===== src/rtl/id_ex_stage.sv =====
// ID/EX pipeline register for the RV64I ALU: captures a decoded instruction, resolves
// forwarding and selects ALU operands. Define ID_EX_FWD_EN to enable bypass forwarding/refresh.
module id_ex_stage #(
    parameter int XLEN       = 64,
    parameter int REG_ADDR_W = 5
) (
    input  logic                  clk,
    input  logic                  rst_n,
    input  logic                  flush,
    input  logic                  in_valid,
    output logic                  in_ready,
    input  logic [3:0]            in_alu_funct,
    input  logic [XLEN-1:0]       in_pc,
    input  logic [REG_ADDR_W-1:0] in_rs1_addr,
    input  logic [REG_ADDR_W-1:0] in_rs2_addr,
    input  logic [XLEN-1:0]       in_rs1_data,
    input  logic [XLEN-1:0]       in_rs2_data,
    input  logic [XLEN-1:0]       in_imm,
    input  logic                  in_op_a_sel,
    input  logic                  in_op_b_sel,
    input  logic [REG_ADDR_W-1:0] in_rd_addr,
    input  logic                  in_reg_write,
    input  logic                  fwd_mem_we,
    input  logic [REG_ADDR_W-1:0] fwd_mem_rd,
    input  logic [XLEN-1:0]       fwd_mem_data,
    input  logic                  fwd_wb_we,
    input  logic [REG_ADDR_W-1:0] fwd_wb_rd,
    input  logic [XLEN-1:0]       fwd_wb_data,
    output logic                  out_valid,
    input  logic                  out_ready,
    output logic [3:0]            alu_funct,
    output logic [XLEN-1:0]       operand_a,
    output logic [XLEN-1:0]       operand_b,
    output logic [XLEN-1:0]       store_data,
    output logic [XLEN-1:0]       out_pc,
    output logic [REG_ADDR_W-1:0] out_rd_addr,
    output logic                  out_reg_write
);

    // Handshake: a transfer happens on a cycle where valid && ready are both high.
    logic                  r_valid;
    logic [3:0]            r_alu_funct;
    logic [XLEN-1:0]       r_pc;
    logic [REG_ADDR_W-1:0] r_rs1_addr;
    logic [REG_ADDR_W-1:0] r_rs2_addr;
    logic [XLEN-1:0]       r_rs1_val;
    logic [XLEN-1:0]       r_rs2_val;
    logic [XLEN-1:0]       r_imm;
    logic                  r_op_a_sel;
    logic                  r_op_b_sel;
    logic [REG_ADDR_W-1:0] r_rd_addr;
    logic                  r_reg_write;

    logic                  w_capture;
    logic [REG_ADDR_W-1:0] w_src1_addr;
    logic [REG_ADDR_W-1:0] w_src2_addr;
    logic [XLEN-1:0]       w_src1_base;
    logic [XLEN-1:0]       w_src2_base;
    logic [XLEN-1:0]       w_src1_val;
    logic [XLEN-1:0]       w_src2_val;

    assign in_ready  = !r_valid || out_ready;
    assign w_capture = in_valid && in_ready;

    // One resolver serves both capture (incoming operands) and hold refresh (held operands).
    assign w_src1_addr = w_capture ? in_rs1_addr : r_rs1_addr;
    assign w_src2_addr = w_capture ? in_rs2_addr : r_rs2_addr;
    assign w_src1_base = w_capture ? in_rs1_data : r_rs1_val;
    assign w_src2_base = w_capture ? in_rs2_data : r_rs2_val;

    always_comb begin
        w_src1_val = w_src1_base;
        w_src2_val = w_src2_base;
`ifdef ID_EX_FWD_EN
        // WB first so a matching MEM result overrides it.
        if (fwd_wb_we && (fwd_wb_rd == w_src1_addr)) w_src1_val = fwd_wb_data;
        if (fwd_wb_we && (fwd_wb_rd == w_src2_addr)) w_src2_val = fwd_wb_data;
        if (fwd_mem_we && (fwd_mem_rd == w_src1_addr)) w_src1_val = fwd_mem_data;
        if (fwd_mem_we && (fwd_mem_rd == w_src2_addr)) w_src2_val = fwd_mem_data;
`endif
        if (w_src1_addr == '0) w_src1_val = '0;
        if (w_src2_addr == '0) w_src2_val = '0;
    end

`ifndef ID_EX_FWD_EN
    logic w_unused_fwd;
    assign w_unused_fwd = ^{fwd_mem_we, fwd_mem_rd, fwd_mem_data, fwd_wb_we, fwd_wb_rd, fwd_wb_data};
`endif

    always_ff @(posedge clk or negedge rst_n) begin
        if (!rst_n) begin
            r_valid     <= 1'b0;
            r_alu_funct <= '0;
            r_pc        <= '0;
            r_rs1_addr  <= '0;
            r_rs2_addr  <= '0;
            r_rs1_val   <= '0;
            r_rs2_val   <= '0;
            r_imm       <= '0;
            r_op_a_sel  <= 1'b0;
            r_op_b_sel  <= 1'b0;
            r_rd_addr   <= '0;
            r_reg_write <= 1'b0;
        end else if (flush) begin
            r_valid     <= 1'b0;
            r_reg_write <= 1'b0;
        end else if (w_capture) begin
            r_valid     <= 1'b1;
            r_alu_funct <= in_alu_funct;
            r_pc        <= in_pc;
            r_rs1_addr  <= in_rs1_addr;
            r_rs2_addr  <= in_rs2_addr;
            r_rs1_val   <= w_src1_val;
            r_rs2_val   <= w_src2_val;
            r_imm       <= in_imm;
            r_op_a_sel  <= in_op_a_sel;
            r_op_b_sel  <= in_op_b_sel;
            r_rd_addr   <= in_rd_addr;
            r_reg_write <= in_reg_write;
        end else if (r_valid && out_ready) begin
            r_valid <= 1'b0;
        end else if (r_valid) begin
            r_rs1_val <= w_src1_val;
            r_rs2_val <= w_src2_val;
        end
    end

    assign out_valid     = r_valid;
    assign alu_funct     = r_alu_funct;
    assign operand_a     = r_op_a_sel ? r_pc : r_rs1_val;
    assign operand_b     = r_op_b_sel ? r_imm : r_rs2_val;
    assign store_data    = r_rs2_val;
    assign out_pc        = r_pc;
    assign out_rd_addr   = r_rd_addr;
    assign out_reg_write = r_reg_write;

endmodule


===== config.mk =====
export PLATFORM = sky130hd
export DESIGN_NAME = id_ex_stage
export DESIGN_NICKNAME = d
export VERILOG_FILES = /design/src/rtl/id_ex_stage.sv
export SDC_FILE = /design/constraint.sdc
export NUM_CORES = 1
export LEC_CHECK = 0
export ABC_AREA = 1
export CORE_AREA = 8 8 266 268
export CTS_BUF_LIST = sky130_fd_sc_hd__clkbuf_4 sky130_fd_sc_hd__clkbuf_8
export CTS_CLUSTER_DIAMETER = 50
export DETAILED_ROUTE_END_ITERATION = 6
export DIE_AREA = 0 0 274 276
export PLACE_DENSITY_LB_ADDON = 0.1
export RECOVER_POWER = 25
export SLEW_MARGIN = 10
export SYNTH_ARGS = -nofsm -noshare
export SYNTH_HDL_FRONTEND = slang
export SYNTH_SLANG_ARGS = --single-unit

===== constraint.sdc =====
create_clock -name clk -period 5 [get_ports clk]
set_clock_uncertainty 0.15 [all_clocks]
set_input_delay 1.25 -clock clk [delete_from_list [all_inputs] [get_ports clk]]
set_output_delay 1.25 -clock clk [all_outputs]
set_load 0.005 [all_outputs]

Yosys cells after proc, flatten, opt, wreduce, memory -nomap -nowiden
Cells that the tools add are included.

cells by class
  multiply operators = 0
  bitwise logic cells = 1
  add/sub/neg operators = 0
  reduce and logical (&&, ||, !) cells = 11
  $lt $le $gt $ge = 0
  muxes and demuxes = 19
  shifts and indexed selects = 0
  divide/modulo/power cells = 0
  eq/ne operators = 1

operator list
  operator              count
  $mux W64              12
  $logic_not A5 Y1      2
  $mux W5               2
  $mux W1               5
  $reduce_bool A2 Y1    2
  $reduce_and A3 Y1     1
  $reduce_bool A3 Y1    1
  $logic_and A1 B1 Y1   2
  $ne A2 B2 Y1 const B  1
  $reduce_and A2 Y1     1
  $logic_not A1 Y1      1
  $logic_or A1 B1 Y1    1
  $not A1 Y1            1

storage, ports and cells
  output and inout bits = 268
  bits in writable memories = 0
  ROM bits = 0
  bits in registers = 279
  input port bits = 423
  word-level logic and storage cells = 44
  memories = 0
  bits in latches = 0

Depth between registers and ports, before layout
Gate-level depths: netlist of run 1.

  word-level depth = 9
  depth in mapped cells = 10
  depth with buffers taken out = 9

Worst setup path before layout of run 1
OpenSTA, ideal clock, no wires.

  kind = input port to output port
  start point = input out_ready
  end point = output in_ready
  stages on the path = 3
  path slack = 1.980 ns
  arrival time = 1.620 ns
  cells stage by stage = inv_2 -> nand2_2 -> clkbuf_1

on the way
  cells in the longest elaborated chain, start to end = 1

RTL lines
  element             line  source
  start: declaration  30    input logic out_ready,
  $logic_or A1 B1 Y1  62    assign in_ready = !r_valid || out_ready;
  end: declaration    11    output logic in_ready,

Every way passes these cells.

Worst setup path in the final report of run 1
  start point = register r_op_a_sel
  end point = output operand_a[15]

on the way
  cells in the longest elaborated chain, start to end = 1

RTL lines
  element                   line  source
  start: declaration        49    logic r_op_a_sel;
  start signal: assignment  116   r_op_a_sel <= in_op_a_sel;
  $mux W64                  130   assign operand_a = r_op_a_sel ? r_pc : r_rs1_val;
  end: declaration          32    output logic [XLEN-1:0] operand_a,

Every way passes these cells.

==> results by group, run 1 <==
Timing
  • Final min period: 4.03 ns
  • Setup TNS: 0 ns
  • Max Freq: 248 MHz
  • Final-report max-slew violation count: 93
  • Final period utilization: 0.806
  • Pin slew with the least headroom to its limit: 2.80 ns
  • RSZ-0062 raised after global routing: false
  • Number of hold-slack violations in the final timing report: 0
  • Post-route worst hold slack: 0.334 ns
  • Max-slew headroom: -0.866
  • Worst setup margin: 0.972 ns
  • Setup violations, final: 0

GRT
  • Met3 Track Usage GR: 0.0724
  • Via count of the first global-routing pass: 11400
  • Met1 usage in global routing: 0.180
  • Wire length of the first global-routing pass: 83700 um
  • Antenna violations before repair: 17
  • GR peak layer: met2
  • Met2 usage: 0.224
  • Overflow left after global routing: 0
  • Combined global-route utilization of all metal layers: 0.147
  • Largest net degree at the start of global routing: 95

Finish
  • Register area: 6980 sq um
  • Number of nets in the layout: 2045
  • Leading cell type in the layout, fill and taps excluded: clkdlybuf4s50_1
  • Filler cells: 6842
  • Layout Area Growth over Synthesis: 61.0%
  • Fraction of layout instances using a drive strength above 1: 0.247
  • Final instance area: 20400 sq um
  • Post-route core utilization: 0.307
  • Most frequent cells in the layout: 549 x clkdlybuf4s50_1, 277 x dfrtp_1, 222 x mux2_2, 201 x nand2_1, 72 x clkbuf_8
  • Footprint of the multi-input gates: 5260 sq um

Power and ir drop
  • Combinational share of power: 0.301
  • Switching share of power: 0.285
  • Leakage dissipation: 8.82 nW
  • Peak supply drop: 179 uV
  • Switching component of the power: 0.00229 W
  • Internal Power: 0.00576 W
  • Relative contribution of the clock network to total power: 0.335
  • Pwr Density: 394 nW/um^2
  • Share of power burned in registers: 0.364

Detailed routing
  • Residual antenna-violating net count after detailed routing: 0
  • Number of vias after detailed routing: 10500
  • 1st-pass router iterations: 4
  • DRC marker count from the first detailed-route iteration: 363
  • # DRC: 0
  • Average wire per cell in the routed design: 22.6 um
  • Drt total wl: 57500 um
  • Vias per inst: 4.12

Setup path
  • Critical path required time: 3.60 ns
  • Cell class contributing the biggest share of worst-path delay: buffers and inverters
  • Critical-path cell list: buf_12, mux2_2, clkdlybuf4s50_1
  • Worst Setup End Kind: primary output
  • Worst Path Buf+Inv: 2
  • Type of the setup path with the least slack: reg -> out
  • CP Data Arrival Time: 2.63 ns
  • Launching element type of the critical path: flop
  • Stage delay of the slowest cell on the critical path: 0.70 ns
  • Crit Reg-Reg Startpoint: out_valid
  • Depth of the worst register-to-register path: 9
  • Top fanout value on the critical path: 30
  • Slowest cell on crit path: dfrtp_2
  • Reg2reg setup slack: 2.58 ns
  • Reg-to-reg endpoint: store_data[34]

Status
  • Violated checks: max-capacitance violations, max-slew violations
  • Outcome: finished, violations left

Placed design
  • Gpl congestion: 0.768
  • Detailed placer's ending HPWL: 41300 um
  • Placed inst area: 19100 sq um
  • Minimum setup slack after placement: 1.08 ns
  • Count of input and output buffers: 550

Synth
  • Cell Area, Synth: 12700 sq um
  • Synth Register Bits: 279
  • Sequential fraction of the synthesis area: 0.550
  • Post-Synthesis Mean Instance Area: 11.8 sq um
  • Yosys cell types: 23
  • Number of nets in the synthesized netlist: 1495
  • Syn. warnings: 0
  • Gate count after technology mapping: 1072

Flow run
  • Max-cap violations: 1

CTS
  • Buffer type at the clock tree root: clkbuf_8
  • Clock transition at path regs: 0.06 ns
  • Number of gates given a new drive strength after cts: 0
  • Setup repair bufs after CTS: 0
  • Maximum clock path buffer count: 3
  • Clock network latency to the later pin of the worst-skew pair: 0.65 ns
  • Clock tree sinks: 279
  • Num CTS Buffers: 61
  • Number of buffers inserted for hold repair after clock tree synthesis: 0
  • Clock tree from TritonCTS: built
  • Level count of the clock H-tree: 2

Worst hold path
  • Endpoint of the worst hold-timing path: r_rs1_val[40]
  • Hold wc startpoint: r_rs1_val[40]
  • Number of cells traversed by the worst hold path: 2
  • Type of the tightest min-delay check: reg -> reg

Floorplan
  • Starting density of the core: 0.191
  • Die area: 75600 sq um
  • Total core area: 66600 sq um
  • Standard-cell row count: 95
  • Die span in y: 276 um
  • I/O Pins: 691
  • Width of the die: 274 um
[power by group through the flow]
stage | registers, W | clock network (W) | logic (W)
6_report | 0.00293 | 0.00270 | 0.00242
4_1_cts | 0.00294 | 0.00285 | 0.00247
2_1_floorplan | 0.00288 | 0 | 0.000914
3_3_place_gp | 0.00296 | 0 | 0.00247
5_1_grt | 0.00299 | 0.00292 | 0.00261
3_5_place_dp | 0.00297 | 0 | 0.00245
[kinds of logic after synthesis]
logic type      count (synthesis)  share of synthesized area
compound gates                 70                     0.0276
buf+inv                        93                     0.0377
flops                         279                      0.550
mux                           272                      0.256
simple gates                  358                      0.128
[flip-flops by register name (all words and copies together) (netlist names)]
name,flops
alu_funct,4
r_rs1_val,64
r_rs2_addr,5
out_pc,64
r_imm,64
r_op_a_sel,1
r_op_b_sel,1
out_rd_addr,5
out_valid,1
r_rs1_addr,5
out_reg_write,1
store_data,64
[metrics by stage]
step                power (W)  std cells
finish                0.00805       2544
global route          0.00851       2540
CTS                   0.00826       2535
detailed placement    0.00542       2432
global placement      0.00543       2432
floorplan             0.00380       1072
[worst max-delay path by stage]
| stage | start | to | slack [ns] | depth (start not counted) |
|---|---|---|---|---|
| 6_report | r_op_a_sel | operand_a[15] | 0.97 | 3 |
| 5_1_grt | r_op_a_sel | operand_a[7] | 0.80 | 3 |
| 4_1_cts | r_op_a_sel | operand_a[12] | 0.85 | 3 |
| 3_5_place_dp | out_ready | in_ready | 1.08 | 4 |
| 3_3_place_gp | out_ready | in_ready | 1.07 | 4 |
| 2_1_floorplan | out_ready | in_ready | 1.98 | 3 |
[final cells by class]
cell class,count,area share
sequential,279,0.342
timing repair buffer,570,0.281
multi-input combinational,700,0.258
clock buffer,93,0.0562
tap,873,0.0535
clock inverter,10,0.00704
inverter,10,0.00196
antenna,9,0.00110
[cell usage after synthesis]
cell type | n | area share
nand2_1 | 203 | 0.060
inv_1 | 8 | 0.0024
nor2_2 | 2 | 0.00099
nand2_2 | 1 | 0.00049
nand3b_1 | 1 | 0.00059
inv_4 | 1 | 0.00049
nor2_1 | 13 | 0.0038
mux2_2 | 222 | 0.20
buf_1 | 4 | 0.0012
inv_2 | 1 | 0.00030
o21ai_1 | 64 | 0.025
nand4_1 | 64 | 0.032
nor3_1 | 2 | 0.00079
nor2_4 | 1 | 0.00089
mux2_4 | 50 | 0.059
o21ai_0 | 3 | 0.0012
nand2_4 | 2 | 0.0018
buf_2 | 65 | 0.026
dfrtp_1 | 279 | 0.55
a21oi_1 | 3 | 0.0012
clkbuf_1 | 8 | 0.0024
buf_6 | 6 | 0.0053
nand3_1 | 69 | 0.027
[per-layer routing]
metal	wire length (um)	part of all wire	vias to the layer above
li1	-	-	4869
met1	23800	0.42	5083
met2	25300	0.44	419
met3	6670	0.12	95
met4	1480	0.026	18
met5	115	0.0020	-
[worst reg2reg max path, delay by kind of cell (launching register included)]
| family | cells | cell delay, ns |
|---|---|---|
| flops | 1 | 0.38 |
| buf+inv | 3 | 0.94 |
| simple gates | 6 | 0.84 |
Note: power is estimated with default switching activity, not from simulation.
==> inputs of run 2 (changes only) <==
--- a/config.mk
+++ b/config.mk
@@ -6,11 +6,11 @@
 export NUM_CORES = 1
 export LEC_CHECK = 0
 export ABC_AREA = 1
-export CORE_AREA = 8 8 266 268
+export CORE_AREA = 8 8 262 264
 export CTS_BUF_LIST = sky130_fd_sc_hd__clkbuf_4 sky130_fd_sc_hd__clkbuf_8
 export CTS_CLUSTER_DIAMETER = 50
 export DETAILED_ROUTE_END_ITERATION = 6
-export DIE_AREA = 0 0 274 276
+export DIE_AREA = 0 0 270 272
 export PLACE_DENSITY_LB_ADDON = 0.1
 export RECOVER_POWER = 25
 export SLEW_MARGIN = 10
==> constraint.sdc (replaced) <==
create_clock -name clk -period 3.5 [get_ports clk]
set_clock_uncertainty 0.15 [all_clocks]
set_input_delay 0.875 -clock clk [delete_from_list [all_inputs] [get_ports clk]]
set_output_delay 0.875 -clock clk [all_outputs]
set_load 0.005 [all_outputs]
==> results by group, run 2 (synthesis results as in run 1) <==
Setup path
  • Critical path required time: 2.47 ns (-1.13 ns)
  • CP Data Arrival Time: 2.36 ns (-0.27 ns)
  • Top fanout value on the critical path: 10 (-67%)
  • Launching element type of the critical path: flop
  • Worst Setup End Kind: primary output
  • Depth of the worst register-to-register path: 7 (-2)
  • Type of the setup path with the least slack: reg -> out

Detailed routing
  • Vias per inst: 4.13 (+0.27%)
  • # DRC: 0 (unchanged)
  • Number of vias after detailed routing: 10600 (+0.74%)
  • DRC marker count from the first detailed-route iteration: 430 (+18%)
  • Residual antenna-violating net count after detailed routing: 0 (unchanged)
  • 1st-pass router iterations: 4 (unchanged)
  • Average wire per cell in the routed design: 22.6 um (about the same)
  • Drt total wl: 57800 um (+0.53%)

Status
  • Violated checks: max-capacitance violations, max-slew violations
  • Outcome: finished, violations left

Timing
  • Final min period: 3.39 ns
  • RSZ-0062 raised after global routing: false
  • Final period utilization: 0.967
  • Post-route worst hold slack: 0.334 ns (-0.000388 ns)
  • Pin slew with the least headroom to its limit: 1.87 ns (-0.929 ns)
  • Worst setup margin: 0.115 ns (-0.858 ns)
  • Setup TNS: 0 ns (unchanged)
  • Max Freq: 295 MHz
  • Setup violations, final: 0 (unchanged)
  • Max-slew headroom: -0.247 (+0.619)
  • Number of hold-slack violations in the final timing report: 0 (unchanged)
  • Final-report max-slew violation count: 64 (-31%)

CTS
  • Maximum clock path buffer count: 3 (unchanged)
  • Clock network latency to the later pin of the worst-skew pair: 0.64 ns (about the same)
  • Level count of the clock H-tree: 2 (unchanged)
  • Buffer type at the clock tree root: clkbuf_8
  • Clock tree sinks: 279 (unchanged)
  • Number of buffers inserted for hold repair after clock tree synthesis: 0 (unchanged)
  • Clock transition at path regs: 0.06 ns (about the same)
  • Num CTS Buffers: 59 (-3.3%)
  • Clock tree from TritonCTS: built

GRT
  • Overflow left after global routing: 0 (unchanged)
  • Wire length of the first global-routing pass: 84300 um (+0.76%)
  • Combined global-route utilization of all metal layers: 0.152 (+0.00535)
  • Via count of the first global-routing pass: 11600 (+1.3%)
  • Largest net degree at the start of global routing: 66 (-31%)
  • Antenna violations before repair: 19 (+2)

Floorplan
  • I/O Pins: 691 (unchanged)
  • Die span in y: 272 um (-1.4%)
  • Total core area: 64800 sq um (-2.6%)
  • Width of the die: 270 um (-1.5%)
  • Standard-cell row count: 94 (-1.1%)
  • Die area: 73400 sq um (-2.9%)
  • Starting density of the core: 0.196 (+0.00517)

Placed design
  • Gpl congestion: 0.774 (+0.86%)
  • Minimum setup slack after placement: 0.291 ns (-0.787 ns)
  • Count of input and output buffers: 550 (unchanged)
  • Detailed placer's ending HPWL: 42400 um (+2.6%)

Finish
  • Most frequent cells in the layout: 549 x clkdlybuf4s50_1, 277 x dfrtp_1, 222 x mux2_2, 201 x nand2_1, 71 x clkbuf_8
  • Leading cell type in the layout, fill and taps excluded: clkdlybuf4s50_1
  • Layout Area Growth over Synthesis: 63.9%
  • Number of nets in the layout: 2065 (+0.98%)
  • Filler cells: 6611 (-3.4%)
  • Footprint of the multi-input gates: 5260 sq um (unchanged)
  • Register area: 6990 sq um (about the same)
  • Fraction of layout instances using a drive strength above 1: 0.252 (+0.00495)

Worst hold path
  • Number of cells traversed by the worst hold path: 2 (unchanged)
  • Type of the tightest min-delay check: reg -> reg

Power and ir drop
  • Leakage dissipation: 9.00 nW (+2.1%)
  • Peak supply drop: 255 uV (+43%)
  • Pwr Density: 565 nW/um^2 (+43%)

Flow run
  • Max-cap violations: 1 (unchanged)
-- run 2: what timing repair did --
| action | 4_1_cts | 5_1_grt |
|---|---|---|
| hold endpoints to repair | 0 | 0 |
| endpoints found under the setup margin | 115 | 0 |
| setup buffers | 3 | 0 |
| resized for setup | 2 | 0 |
-- run 2: power breakdown --
part	internal, W	switching, W
logic	0.00224	0.00133
clock network	0.00244	0.00155
registers	0.00378	0.000402
total	0.00846	0.00328
-- run 2: cell type report --
| type | instances | area share |
|---|---|---|
| Antenna cell | 11 | 0.00132 |
| Multi-Input combinational cell | 700 | 0.253 |
| Timing Repair Buffer | 592 | 0.292 |
| Clock buffer | 89 | 0.0535 |
| Sequential cell | 279 | 0.336 |
| Inverter | 10 | 0.00193 |
| Clock inverter | 11 | 0.0102 |
| Tap cell | 864 | 0.0520 |
-- run 2: worst paths after layout --
path                                  to  slack (ns)           from
max in group asynchronous     r_op_a_sel        0.71          rst_n
setup reg to reg           r_rs1_val[35]        1.53      out_valid
min in group asynchronous      r_imm[24]        0.60          rst_n
setup / recovery           operand_a[18]        0.11     r_op_a_sel
hold / removal             r_rs2_addr[2]        0.33  r_rs2_addr[2]
hold reg to reg            r_rs2_addr[2]        0.33  r_rs2_addr[2]
-- run 2: worst max-delay path: stages, from the launching register on --
cell and delay [ns]:
dfrtp_4 0.50, buf_12 0.16, buf_4 0.15, mux2_2 0.21
clkdlybuf4s50_1 0.66
-- run 2: per-layer routing --
layer	GRT usage	share of wire	up-vias
li1	-	-	4915
met1	0.189	0.42	5116
met2	0.230	0.44	407
met3	0.0758	0.11	104
met4	0.0466	0.027	20
met5	0	0.0023	-
-- run 2: through the flow --
step                instance area, sq um  utilization  total power, W  std cells
floorplan                          12700            -         0.00542       1072
global placement                   19400        0.300         0.00783       2442
detailed placement                 19400        0.300         0.00783       2442
CTS                                20800        0.321          0.0120       2545
global route                       20800        0.321          0.0124       2551
finish                             20800        0.321          0.0117       2556
==> inputs of run 3 (changes only) <==
--- a/config.mk
+++ b/config.mk
@@ -6,6 +6,7 @@
 export NUM_CORES = 1
 export LEC_CHECK = 0
 export ABC_AREA = 1
+export ABC_CLOCK_PERIOD_IN_PS = 3500
 export CORE_AREA = 8 8 262 264
 export CTS_BUF_LIST = sky130_fd_sc_hd__clkbuf_4 sky130_fd_sc_hd__clkbuf_8
 export CTS_CLUSTER_DIAMETER = 50
==> results of run 3 <==
No change in the layout: final DEF, timing and power equal those of run 2.
